[config.mk]
export PLATFORM = sky130hd
export DESIGN_NAME = usr_reg_led_seq
export DESIGN_NICKNAME = d
export VERILOG_FILES = /design/src/rtl/led_seq_pkg.sv /design/src/rtl/led_tick_gen.sv /design/src/rtl/usr_reg_led_seq.sv
export SDC_FILE = /design/constraint.sdc
export NUM_CORES = 1
export LEC_CHECK = 0
export BUFFER_PORTS_ARGS = -buffer_cell sky130_fd_sc_hd__buf_2
export CAP_MARGIN = 15
export CORE_MARGIN = 2
export CORE_UTILIZATION = 40
export DETAILED_ROUTE_END_ITERATION = 12
export GPL_TIMING_DRIVEN = 0
export PLACE_DENSITY = 0.65
export SYNTH_ARGS = -nofsm -noshare
export SYNTH_HDL_FRONTEND = slang
export SYNTH_HIERARCHICAL = 1
export SYNTH_SLANG_ARGS = --single-unit
[constraint.sdc]
create_clock -name clk25 -period 3.51 [get_ports clk25]
set_input_delay 0.5265 -clock clk25 [delete_from_list [all_inputs] [get_ports clk25]]
set_output_delay 0.5265 -clock clk25 [all_outputs]
set_load 0.03 [all_outputs]
[src/rtl/led_seq_pkg.sv]
// Shared definitions for the LED blink sequencer: command layout, opcodes,
// FSM states and configuration reset defaults.
`timescale 1ns/1ps
package led_seq_pkg;

   typedef enum logic [2:0] {
      OP_NOP        = 3'b000,
      OP_SET_PERIOD = 3'b001,
      OP_SET_DUTY   = 3'b010,
      OP_START      = 3'b011,
      OP_STOP       = 3'b100,
      OP_FORCE      = 3'b101,
      OP_RSVD6      = 3'b110,
      OP_RSVD7      = 3'b111
   } opcode_e;

   typedef enum logic [1:0] {
      ST_IDLE = 2'd0,
      ST_ON   = 2'd1,
      ST_OFF  = 2'd2
   } state_e;

   // Command word as written by the MCU: toggle, opcode, argument.
   typedef struct packed {
      logic       tgl;
      opcode_e    op;
      logic [11:0] arg;
   } cmd_t;

   localparam logic [11:0] DEF_PERIOD = 12'd1000;
   localparam logic [11:0] DEF_DUTY   = 12'd500;

endpackage

[src/rtl/led_tick_gen.sv]
// Prescaler producing a one-cycle tick every PRESCALE cycles while run is high;
// the count is held at zero whenever run is low so each run starts a fresh period.
`timescale 1ns/1ps
module led_tick_gen #(
   parameter int PRESCALE = 25000,
   parameter int PRE_W    = 15
) (
   input  logic clk25,
   input  logic fpga_rst,
   input  logic run,
   output logic tick
);

   localparam logic [PRE_W-1:0] LAST = PRE_W'(PRESCALE - 1);

   logic [PRE_W-1:0] cnt;

   assign tick = run && (cnt == LAST);

   always_ff @(posedge clk25) begin
      if (fpga_rst || !run) begin
         cnt <= '0;
      end else if (cnt == LAST) begin
         cnt <= '0;
      end else begin
         cnt <= cnt + 1'b1;
      end
   end

endmodule

[src/rtl/usr_reg_led_seq.sv]
// Command-driven LED blink sequencer: decodes toggle-handshaked MCU command words,
// holds the blink configuration and runs the ON/OFF pattern on hw_led.
`timescale 1ns/1ps
module usr_reg_led_seq
   import led_seq_pkg::*;
#(
   parameter int PRESCALE = 25000,
   parameter int PRE_W    = 15
) (
   input  logic        clk25,
   input  logic        fpga_rst,
   input  logic [15:0] usr_reg,
   output logic        led_out,
   output logic        busy,
   output logic        ack_tgl,
   output logic        err
);

   cmd_t        cmd_q;
   logic        last_tgl;
   logic [11:0] period_r;
   logic [11:0] duty_r;
   logic [11:0] count_r;
   logic        force_r;
   logic [11:0] phase_cnt;
   state_e      state;

   state_e      state_n;
   logic [11:0] period_n;
   logic [11:0] duty_n;
   logic [11:0] count_n;
   logic        force_n;
   logic [11:0] phase_n;
   logic        err_n;
   logic        last_n;
   logic        ack_n;
   logic        led_n;
   logic        busy_n;
   logic        cmd_hit;
   logic        is_busy;
   logic        run;
   logic        tick;

   assign run = (state != ST_IDLE);

   led_tick_gen #(
      .PRESCALE (PRESCALE),
      .PRE_W    (PRE_W)
   ) u_tick (
      .clk25    (clk25),
      .fpga_rst (fpga_rst),
      .run      (run),
      .tick     (tick)
   );

   always_ff @(posedge clk25) begin
      if (fpga_rst) begin
         cmd_q     <= '0;
         last_tgl  <= 1'b0;
         ack_tgl   <= 1'b0;
         err       <= 1'b0;
         period_r  <= DEF_PERIOD;
         duty_r    <= DEF_DUTY;
         count_r   <= 12'd0;
         force_r   <= 1'b0;
         phase_cnt <= 12'd0;
         state     <= ST_IDLE;
         led_out   <= 1'b0;
         busy      <= 1'b0;
      end else begin
         cmd_q     <= cmd_t'(usr_reg);
         last_tgl  <= last_n;
         ack_tgl   <= ack_n;
         err       <= err_n;
         period_r  <= period_n;
         duty_r    <= duty_n;
         count_r   <= count_n;
         force_r   <= force_n;
         phase_cnt <= phase_n;
         state     <= state_n;
         led_out   <= led_n;
         busy      <= busy_n;
      end
   end

   // Phase sequencing is evaluated first so that a command in the same cycle,
   // notably STOP, overrides a phase-ending tick.
   always_comb begin
      state_n  = state;
      period_n = period_r;
      duty_n   = duty_r;
      count_n  = count_r;
      force_n  = force_r;
      phase_n  = phase_cnt;
      err_n    = err;
      last_n   = last_tgl;
      ack_n    = ack_tgl;
      led_n    = 1'b0;
      busy_n   = 1'b0;
      is_busy  = (state != ST_IDLE);
      cmd_hit  = (cmd_q.tgl != last_tgl);

      if (tick) begin
         case (state)
            ST_ON: begin
               if (phase_cnt == 12'd1) begin
                  state_n = ST_OFF;
                  phase_n = period_r - duty_r;
               end else begin
                  phase_n = phase_cnt - 12'd1;
               end
            end
            ST_OFF: begin
               if (phase_cnt == 12'd1) begin
                  if (count_r == 12'd1) begin
                     state_n = ST_IDLE;
                  end else begin
                     state_n = ST_ON;
                     phase_n = duty_r;
                     if (count_r != 12'd0) begin
                        count_n = count_r - 12'd1;
                     end
                  end
               end else begin
                  phase_n = phase_cnt - 12'd1;
               end
            end
            default: begin
            end
         endcase
      end

      if (cmd_hit) begin
         last_n = cmd_q.tgl;
         ack_n  = cmd_q.tgl;
         case (cmd_q.op)
            OP_NOP: begin
               err_n = 1'b0;
            end
            OP_SET_PERIOD: begin
               if (cmd_q.arg == 12'd0 || is_busy) err_n = 1'b1;
               else                              period_n = cmd_q.arg;
            end
            OP_SET_DUTY: begin
               if (cmd_q.arg == 12'd0 || is_busy) err_n = 1'b1;
               else                              duty_n = cmd_q.arg;
            end
            OP_START: begin
               // duty < period keeps the OFF reload (period - duty) nonzero.
               if (is_busy || duty_r >= period_r) begin
                  err_n = 1'b1;
               end else begin
                  state_n = ST_ON;
                  phase_n = duty_r;
                  count_n = cmd_q.arg;
               end
            end
            OP_STOP: begin
               state_n = ST_IDLE;
            end
            OP_FORCE: begin
               if (is_busy) err_n = 1'b1;
               else         force_n = cmd_q.arg[0];
            end
            default: begin
               err_n = 1'b1;
            end
         endcase
      end

      case (state_n)
         ST_ON:   led_n = 1'b1;
         ST_OFF:  led_n = 1'b0;
         default: led_n = force_n;
      endcase
      busy_n = (state_n != ST_IDLE);
   end

endmodule

==> run metrics, run 1 <==
Synthesis Warnings 6; DPL Wire Length about 11000 µm; CTS H-tree lvls 3; CORE AREA roughly 12000 µm²; relative slew slack 53.7%; number of unique standard cell types used by synthesis 70; max-cap violations 0; Max rail drop VDD 300 µV; DRC violation count after routing 0; CP Class flop to flop; buffers added on ports 21; Die Span Y roughly 120 µm; Req. time, crit path roughly 3700 ps; worst-case reg-to-reg path depth 13; TritonCTS clock tree done; commonest register cell after synthesis dfxtp_1; leakage power total roughly 0.0022 µW; Min Clock Period, post-route ~3400 ps; sum of routed wire length over all layers between 10000 and 15000 µm; initial antenna violation count 0; drt pass-1 iters 5; number of core rows 40; sequential element share of the synthesized area ~34%; Antenna Nets Post-Route 0; number of buffers on the longest clock path 2; kind of cell adding the most delay to the critical path adder cells; P per Cell Area between 300 and 400 nW/µm²; cell types occupying the most area after synthesis dfxtp_1 34%, nor2_1 6.1%, ha_1 5.7%; setup-violating endpoint count in the final report 0; largest net degree at the start of global routing 18; Avg Cell Area, Syn ~8.4 µm²; Placed Cells between 700 and 800; endpoint of the worst register-to-register path led_out$_SDFF_PP0_; count of state elements after synthesis 86; grt total ovfl 0; Max Transition Viols Final 0; final weighted congestion in routability-driven placement between 0.9 and 1; Worst Skew roughly 8.8 ps; first-pass GRT wire length around 23000 µm; number of global-route vias before repair around 4500; number of stages on the worst setup path 13; Worst EP arrival around 3600 ps; number of buffers added to fix hold violations after cts 0; number of design-rule violations left by the first detailed-router iteration between 300 and 400; start point of the worst min-delay path usr_reg[13]; x dimension of the die between 100 and 150 µm; netlist area before placement around 5000 µm²; register-to-register setup slack about 120 ps; maximum cell stage delay along the critical path between 400 and 500 ps; Net count, final around 670; die area between 10000 and 15000 µm²; result of the run finished clean; Crit path buffers/inverters 2; Yosys top cell area share about a third; Area after DPL 5330 µm²; total negative setup slack 0 ps; number of instances in the synthesized netlist about 600; Layout area overhead 13.0%; capture point of the worst path led_out$_SDFF_PP0_; crit path launch type flop; count of endpoints failing hold in the final timing report 0; leading cell types in the layout, fill and taps excluded 86 x dfxtp_1, 81 x nor2_1, 33 x inv_1, 33 x nand2_1, 27 x buf_2; Starting Density 41.4%; EDFF count, synth 0; share of the cycle needed by the critical path after routing 96.6%; most common cell after layout, fill and taps aside dfxtp_1; average routed wire per standard cell about 18 µm; ant diodes 0; critical-path cell with the highest stage delay or3_1; maximum frequency from static timing analysis a little under 300 MHz; post-route cell area roughly 5700 µm²; measured slew at the worst slew-check pin between 600 and 700 ps; master cell of the clock root buffer clkbuf_16; first element of the critical path duty_r[0]$_SDFFE_PP0P_; Sink Count 86; ys async rst share 0%; filler-free cell count of the finished design 800; post-layout total power about 2200 µW; startpoint of the worst register-to-register path duty_r[0]$_SDFFE_PP0P_; vias after detailed routing ~4600; kind of capture point of the worst setup path flop; core utilization of the finished layout a little under half; cell accounting for the most synthesized area dfxtp_1; number of top-level design ports 22; number of buffers inserted during clock tree synthesis 9; global-route usage over all layers 22.3%; Hold WC Path Type input pin to flop; crit-path cells ha_1, inv_1, fa_1, a21o_1, a311oi_2, nor3_1, o21a_1, buf_2, or3_1, ha_1, nand2_1, o21a_1, nor2_1; fraction of final layout cells with drive strength greater than 1 around 11%; Mapped Nets between 600 and 700; clock slew at the register clock pins of the worst setup and hold paths 70 ps; via-per-instance ratio roughly 5.8; worst-skew pair later-pin latency 350 ps; largest driver fanout on the critical path 10
worst register-to-register path: stages (launching register included):
cell and delay (ps):
dfxtp_1 430, ha_1 220, inv_1 60, fa_1 390
a21o_1 240, a311oi_2 320, nor3_1 130, o21a_1 250
buf_2 230, or3_1 470, ha_1 320, nand2_1 70
o21a_1 110, nor2_1 40
metrics by stage:
stage | setup WS (ps) | hold slack, ps
after detailed placement | -63.3 | 438
after global routing | -7.21 | 383
after CTS | 112 | 379
final | 120 | 384
after floorplan | 573 | 417
after global placement | -58.7 | 432
worst min path at each step:
stage | endpoint | cells after the start | slack [ps]
after detailed placement | u_tick/cnt[0]$_SDFF_PP0_ | 1 | 440
after floorplan | u_tick/cnt[0]$_SDFF_PP0_ | 1 | 420
after global routing | cmd_q[11]$_SDFF_PP0_ | 2 | 380
after CTS | cmd_q[11]$_SDFF_PP0_ | 2 | 380
final | cmd_q[13]$_SDFF_PP0_ | 2 | 380
after global placement | u_tick/cnt[0]$_SDFF_PP0_ | 1 | 430
routing by layer:
| metal | GRT usage, % | wire (µm) | vias to the layer above |
|---|---|---|---|
| li1 | - | - | 2234 |
| met1 | 30.2 | 6560 | 2207 |
| met2 | 35.5 | 6470 | 160 |
| met3 | 4.29 | 875 | 27 |
| met4 | 7.70 | 341 | 0 |
| met5 | 0 | 0 | - |
synth_stat cells (3+ instances only):
| master | number |
|---|---|
| a31oi_1 | 5 |
| o21a_1 | 3 |
| nor4_2 | 3 |
| a311oi_1 | 8 |
| a22o_1 | 4 |
| nand4_1 | 14 |
| nor2_1 | 81 |
| a21o_1 | 11 |
| nor4_1 | 13 |
| ha_1 | 23 |
| or3_1 | 7 |
| inv_1 | 33 |
| a2111oi_0 | 4 |
| and2_1 | 5 |
| a211o_1 | 12 |
| and3_1 | 4 |
| nor2b_1 | 20 |
| dfxtp_1 | 86 |
| a21oi_1 | 21 |
| nand2_1 | 33 |
| a211oi_1 | 10 |
| mux2i_1 | 15 |
| nor3_1 | 17 |
| a221oi_1 | 8 |
| xnor2_1 | 17 |
| or4_1 | 3 |
| xor2_1 | 13 |
| o21ai_0 | 15 |
| a41oi_1 | 4 |
| buf_6 | 3 |
| nand3_1 | 19 |
| o21ai_1 | 3 |
| o211ai_1 | 3 |
| buf_2 | 6 |
| and4_1 | 3 |
| clkbuf_1 | 24 |
cell type report:
| type | instances | area (µm²) |
|---|---|---|
| Buffer | 34 | 173 |
| Clock buffer | 9 | 225 |
| Clock inverter | 7 | 93.8 |
| Fill cell | 1194 | 6440 |
| Inverter | 33 | 124 |
| Multi-Input combinational cell | 442 | 3020 |
| Sequential cell | 86 | 1720 |
| Tap cell | 168 | 210 |
| Timing Repair Buffer | 21 | 105 |
timing repair:
item,CTS,global route
gates resized for setup,1,2
setup buffers,0,0
setup endpoints to repair,1,2
kinds of logic after synthesis:
kind of cell / Yosys count / synth area share [%]
AOI/OAI and AO/OA: 131 / 19.5
xor gates and xnor gates: 30 / 5.24
adders and majority gates: 24 / 6.13
buffers and inverters: 68 / 5.98
DFF: 86 / 34.3
muxes: 16 / 3.22
and+or+nand+nor: 241 / 25.7
sequential cells by signal, summed over array words and instances (netlist names):
register and flops:
cmd_q 16, u_tick/cnt 15, count_r 12, duty_r 12
period_r 12, phase_cnt 12, state 2, busy 1
err 1, force_r 1, last_tgl 1, led_out 1
where the power goes:
group | switching [µW] | internal [µW]
clock | 442 | 570
combinational | 118 | 75.3
sequential | 24.5 | 997
total | 584 | 1640
(Power assumes the default switching activity.)
==> inputs of run 2 (changes only) <==
--- a/config.mk
+++ b/config.mk
@@ -11,8 +11,8 @@
 export CORE_UTILIZATION = 40
 export DETAILED_ROUTE_END_ITERATION = 12
 export GPL_TIMING_DRIVEN = 0
+export MAX_ROUTING_LAYER = met4
 export PLACE_DENSITY = 0.65
 export SYNTH_ARGS = -nofsm -noshare
 export SYNTH_HDL_FRONTEND = slang
-export SYNTH_HIERARCHICAL = 1
 export SYNTH_SLANG_ARGS = --single-unit
==> run metrics, run 2 <==
kind of cell adding the most delay to the critical path simple AND/OR/NAND/NOR gates; number of top-level design ports 22; leading cell types in the layout, fill and taps excluded 85 x dfxtp_1, 61 x nor2_1, 37 x a21oi_1; Mapped Nets between 600 and 700; number of flip-flops under the largest register name 16; drt pass-1 iters 5; measured slew at the worst slew-check pin about 860 ps; fraction of final layout cells with drive strength greater than 1 roughly a tenth; CTS H-tree lvls 3; registers with the most flip-flops cmd_q (16), u_tick.cnt (15); EDFF count, synth 0; via-per-instance ratio roughly 5.8; post-route cell area between 5000 and 6000 µm²; average routed wire per standard cell 18.1 µm; number of design-rule violations left by the first detailed-router iteration between 300 and 400; ys async rst share 0%; Worst Skew slightly above 8 ps; largest net degree at the start of global routing 15; crit path launch type flop; result of the run finished clean; post-layout total power ~2300 µW; DPL Wire Length ~11000 µm; crit-path cells inv_1, ha_2, nand2_1, or4_1, o2111ai_1, a211oi_1, clkbuf_2, or3_1, ha_1, nand2_1, o21a_1, nor2_1; register with the most flip-flops cmd_q; first-pass GRT wire length ~23000 µm; cell accounting for the most synthesized area dfxtp_1; Min Clock Period, post-route about 3400 ps; master cell of the clock root buffer clkbuf_16; DRC violation count after routing 0; relative slew slack 41.9%; vias after detailed routing around 4600; count of state elements after synthesis 86; leakage power total ~0.0023 µW; grt total ovfl 0; buffers added on ports 20; share of the cycle needed by the critical path after routing approximately 96%; most common cell after layout, fill and taps aside dfxtp_1; sequential element share of the synthesized area roughly a third; largest driver fanout on the critical path 10; x dimension of the die 115 µm; count of endpoints failing hold in the final timing report 0; Antenna Nets Post-Route 0; clock slew at the register clock pins of the worst setup and hold paths 60 ps; Crit path buffers/inverters 2; die area ~13000 µm²; final weighted congestion in routability-driven placement around 1.0; Sink Count 86; Yosys top cell area share around 35%; number of global-route vias before repair approximately 4300; footprint of the flip-flops and latches 1720 µm²; unrepaired setup endpoints after global routing false; most used cell along the critical path nand2_1; setup-violating endpoint count in the final report 0; Die Span Y approximately 120 µm; CORE AREA around 12000 µm²; sum of routed wire length over all layers ~14000 µm; Req. time, crit path approximately 3700 ps; area of combinational cells with multiple inputs ~3000 µm²; Hold WC Path Type input pin to flop; Max rail drop VDD 288 µV; top cells by count, synth 86 x dfxtp_1, 61 x nor2_1, 38 x a21oi_1; worst hold margin 394 ps; Net count, final between 600 and 700; kind of capture point of the worst setup path flop; cell types occupying the most area after synthesis dfxtp_1 35%, mux2i_1 7.3%, ha_1 5.8%; number of core rows 40; register-to-register setup slack 150 ps; Area after DPL approximately 5300 µm²; number of unique standard cell types used by synthesis 68; CP Class flop to flop; commonest register cell after synthesis dfxtp_1; Max Transition Viols Final 0; Layout area overhead 13.6%; Synthesis Warnings 0; number of buffers inserted during clock tree synthesis 9; critical-path cell with the highest stage delay or4_1; netlist area before placement 4970 µm²; ant diodes 0; initial antenna violation count 0; maximum cell stage delay along the critical path between 500 and 600 ps; worst-skew pair later-pin latency ~340 ps; number of instances in the synthesized netlist slightly below 600; P per Cell Area slightly above 400 nW/µm²; TritonCTS clock tree done; total setup buffers inserted after CTS 0; global-route usage over all layers between 20% and 30%; Layout fillers between 1000 and 1500; number of buffers on the longest clock path 2; maximum frequency from static timing analysis just under 300 MHz; Starting Density 41.2%; core utilization of the finished layout between 40% and 50%; Avg Cell Area, Syn 8.39 µm²; cell with the most instances after synthesis dfxtp_1; Worst EP arrival 3570 ps; max-cap violations 0
-- run 2: logic make-up (layout without fill, tap and decap cells) --
logic type / after synthesis / count (layout) / synth area share [%]
AOI/OAI and AO/OA: 136 / 136 / 17.9
and+or+nand+nor: 217 / 217 / 23.3
DFF: 86 / 86 / 34.7
muxes: 38 / 38 / 7.71
adders and majority gates: 24 / 24 / 6.20
buffers and inverters: 63 / 96 / 5.36
xor gates and xnor gates: 28 / 28 / 4.94
-- run 2: metrics by stage --
step                      std cells  setup WS, ps  TNS [ps]
after floorplan                 592           444         0
after global placement          780          -163      -163
after detailed placement        780          -149      -149
after CTS                       794          8.57         0
after global routing            793          8.50         0
final                           793           146         0
-- run 2: power breakdown --
group	internal, µW	switching, µW	total (µW)
combinational	71.5	109	180
sequential	997	28.0	1020
clock	714	400	1110
total	1780	537	2320
-- run 2: layer usage --
metal / GRT usage (%) / wire [µm] / vias up
met5: - / 0 / -
met4: 7.95 / 329 / 0
met3: 3.19 / 932 / 27
met2: 35.3 / 6480 / 184
met1: 31.0 / 6620 / 2190
li1: - / - / 2203
-- run 2: worst register-to-register path: stages (launching register included) --
cell and delay, ps:
dfxtp_1 470, inv_1 90, ha_2 440, nand2_1 120, or4_1 580, o2111ai_1 180, a211oi_1 140, clkbuf_2 260
or3_1 440, ha_1 300, nand2_1 70, o21a_1 110, nor2_1 40
-- run 2: cell type report --
cell class	instances	share of cell area, %
buffer	33	2.79
multi-input combinational	443	53.2
tap	168	3.73
clock buffer	10	4.24
sequential	86	30.5
clock inverter	5	1.88
timing repair buffer	20	1.77
inverter	28	1.86
-- run 2: final timing paths --
| check | start | to | cells past startpoint |
|---|---|---|---|
| worst max register to register | duty_r[6]$_SDFFE_PP1P_ | led_out$_SDFF_PP0_ | 12 |
| worst min-delay path | usr_reg[14] | cmd_q[14]$_SDFF_PP0_ | 2 |
| worst min register to register | u_tick.cnt[0]$_SDFF_PP0_ | u_tick.cnt[0]$_SDFF_PP0_ | 1 |
| worst max-delay path | duty_r[6]$_SDFFE_PP1P_ | led_out$_SDFF_PP0_ | 12 |
-- run 2: timing repair --
item | 4_1_cts | 5_1_grt
setup endpoints to repair | 5 | 16
resized for setup | 2 | 8
hold buffers | 0 | 0
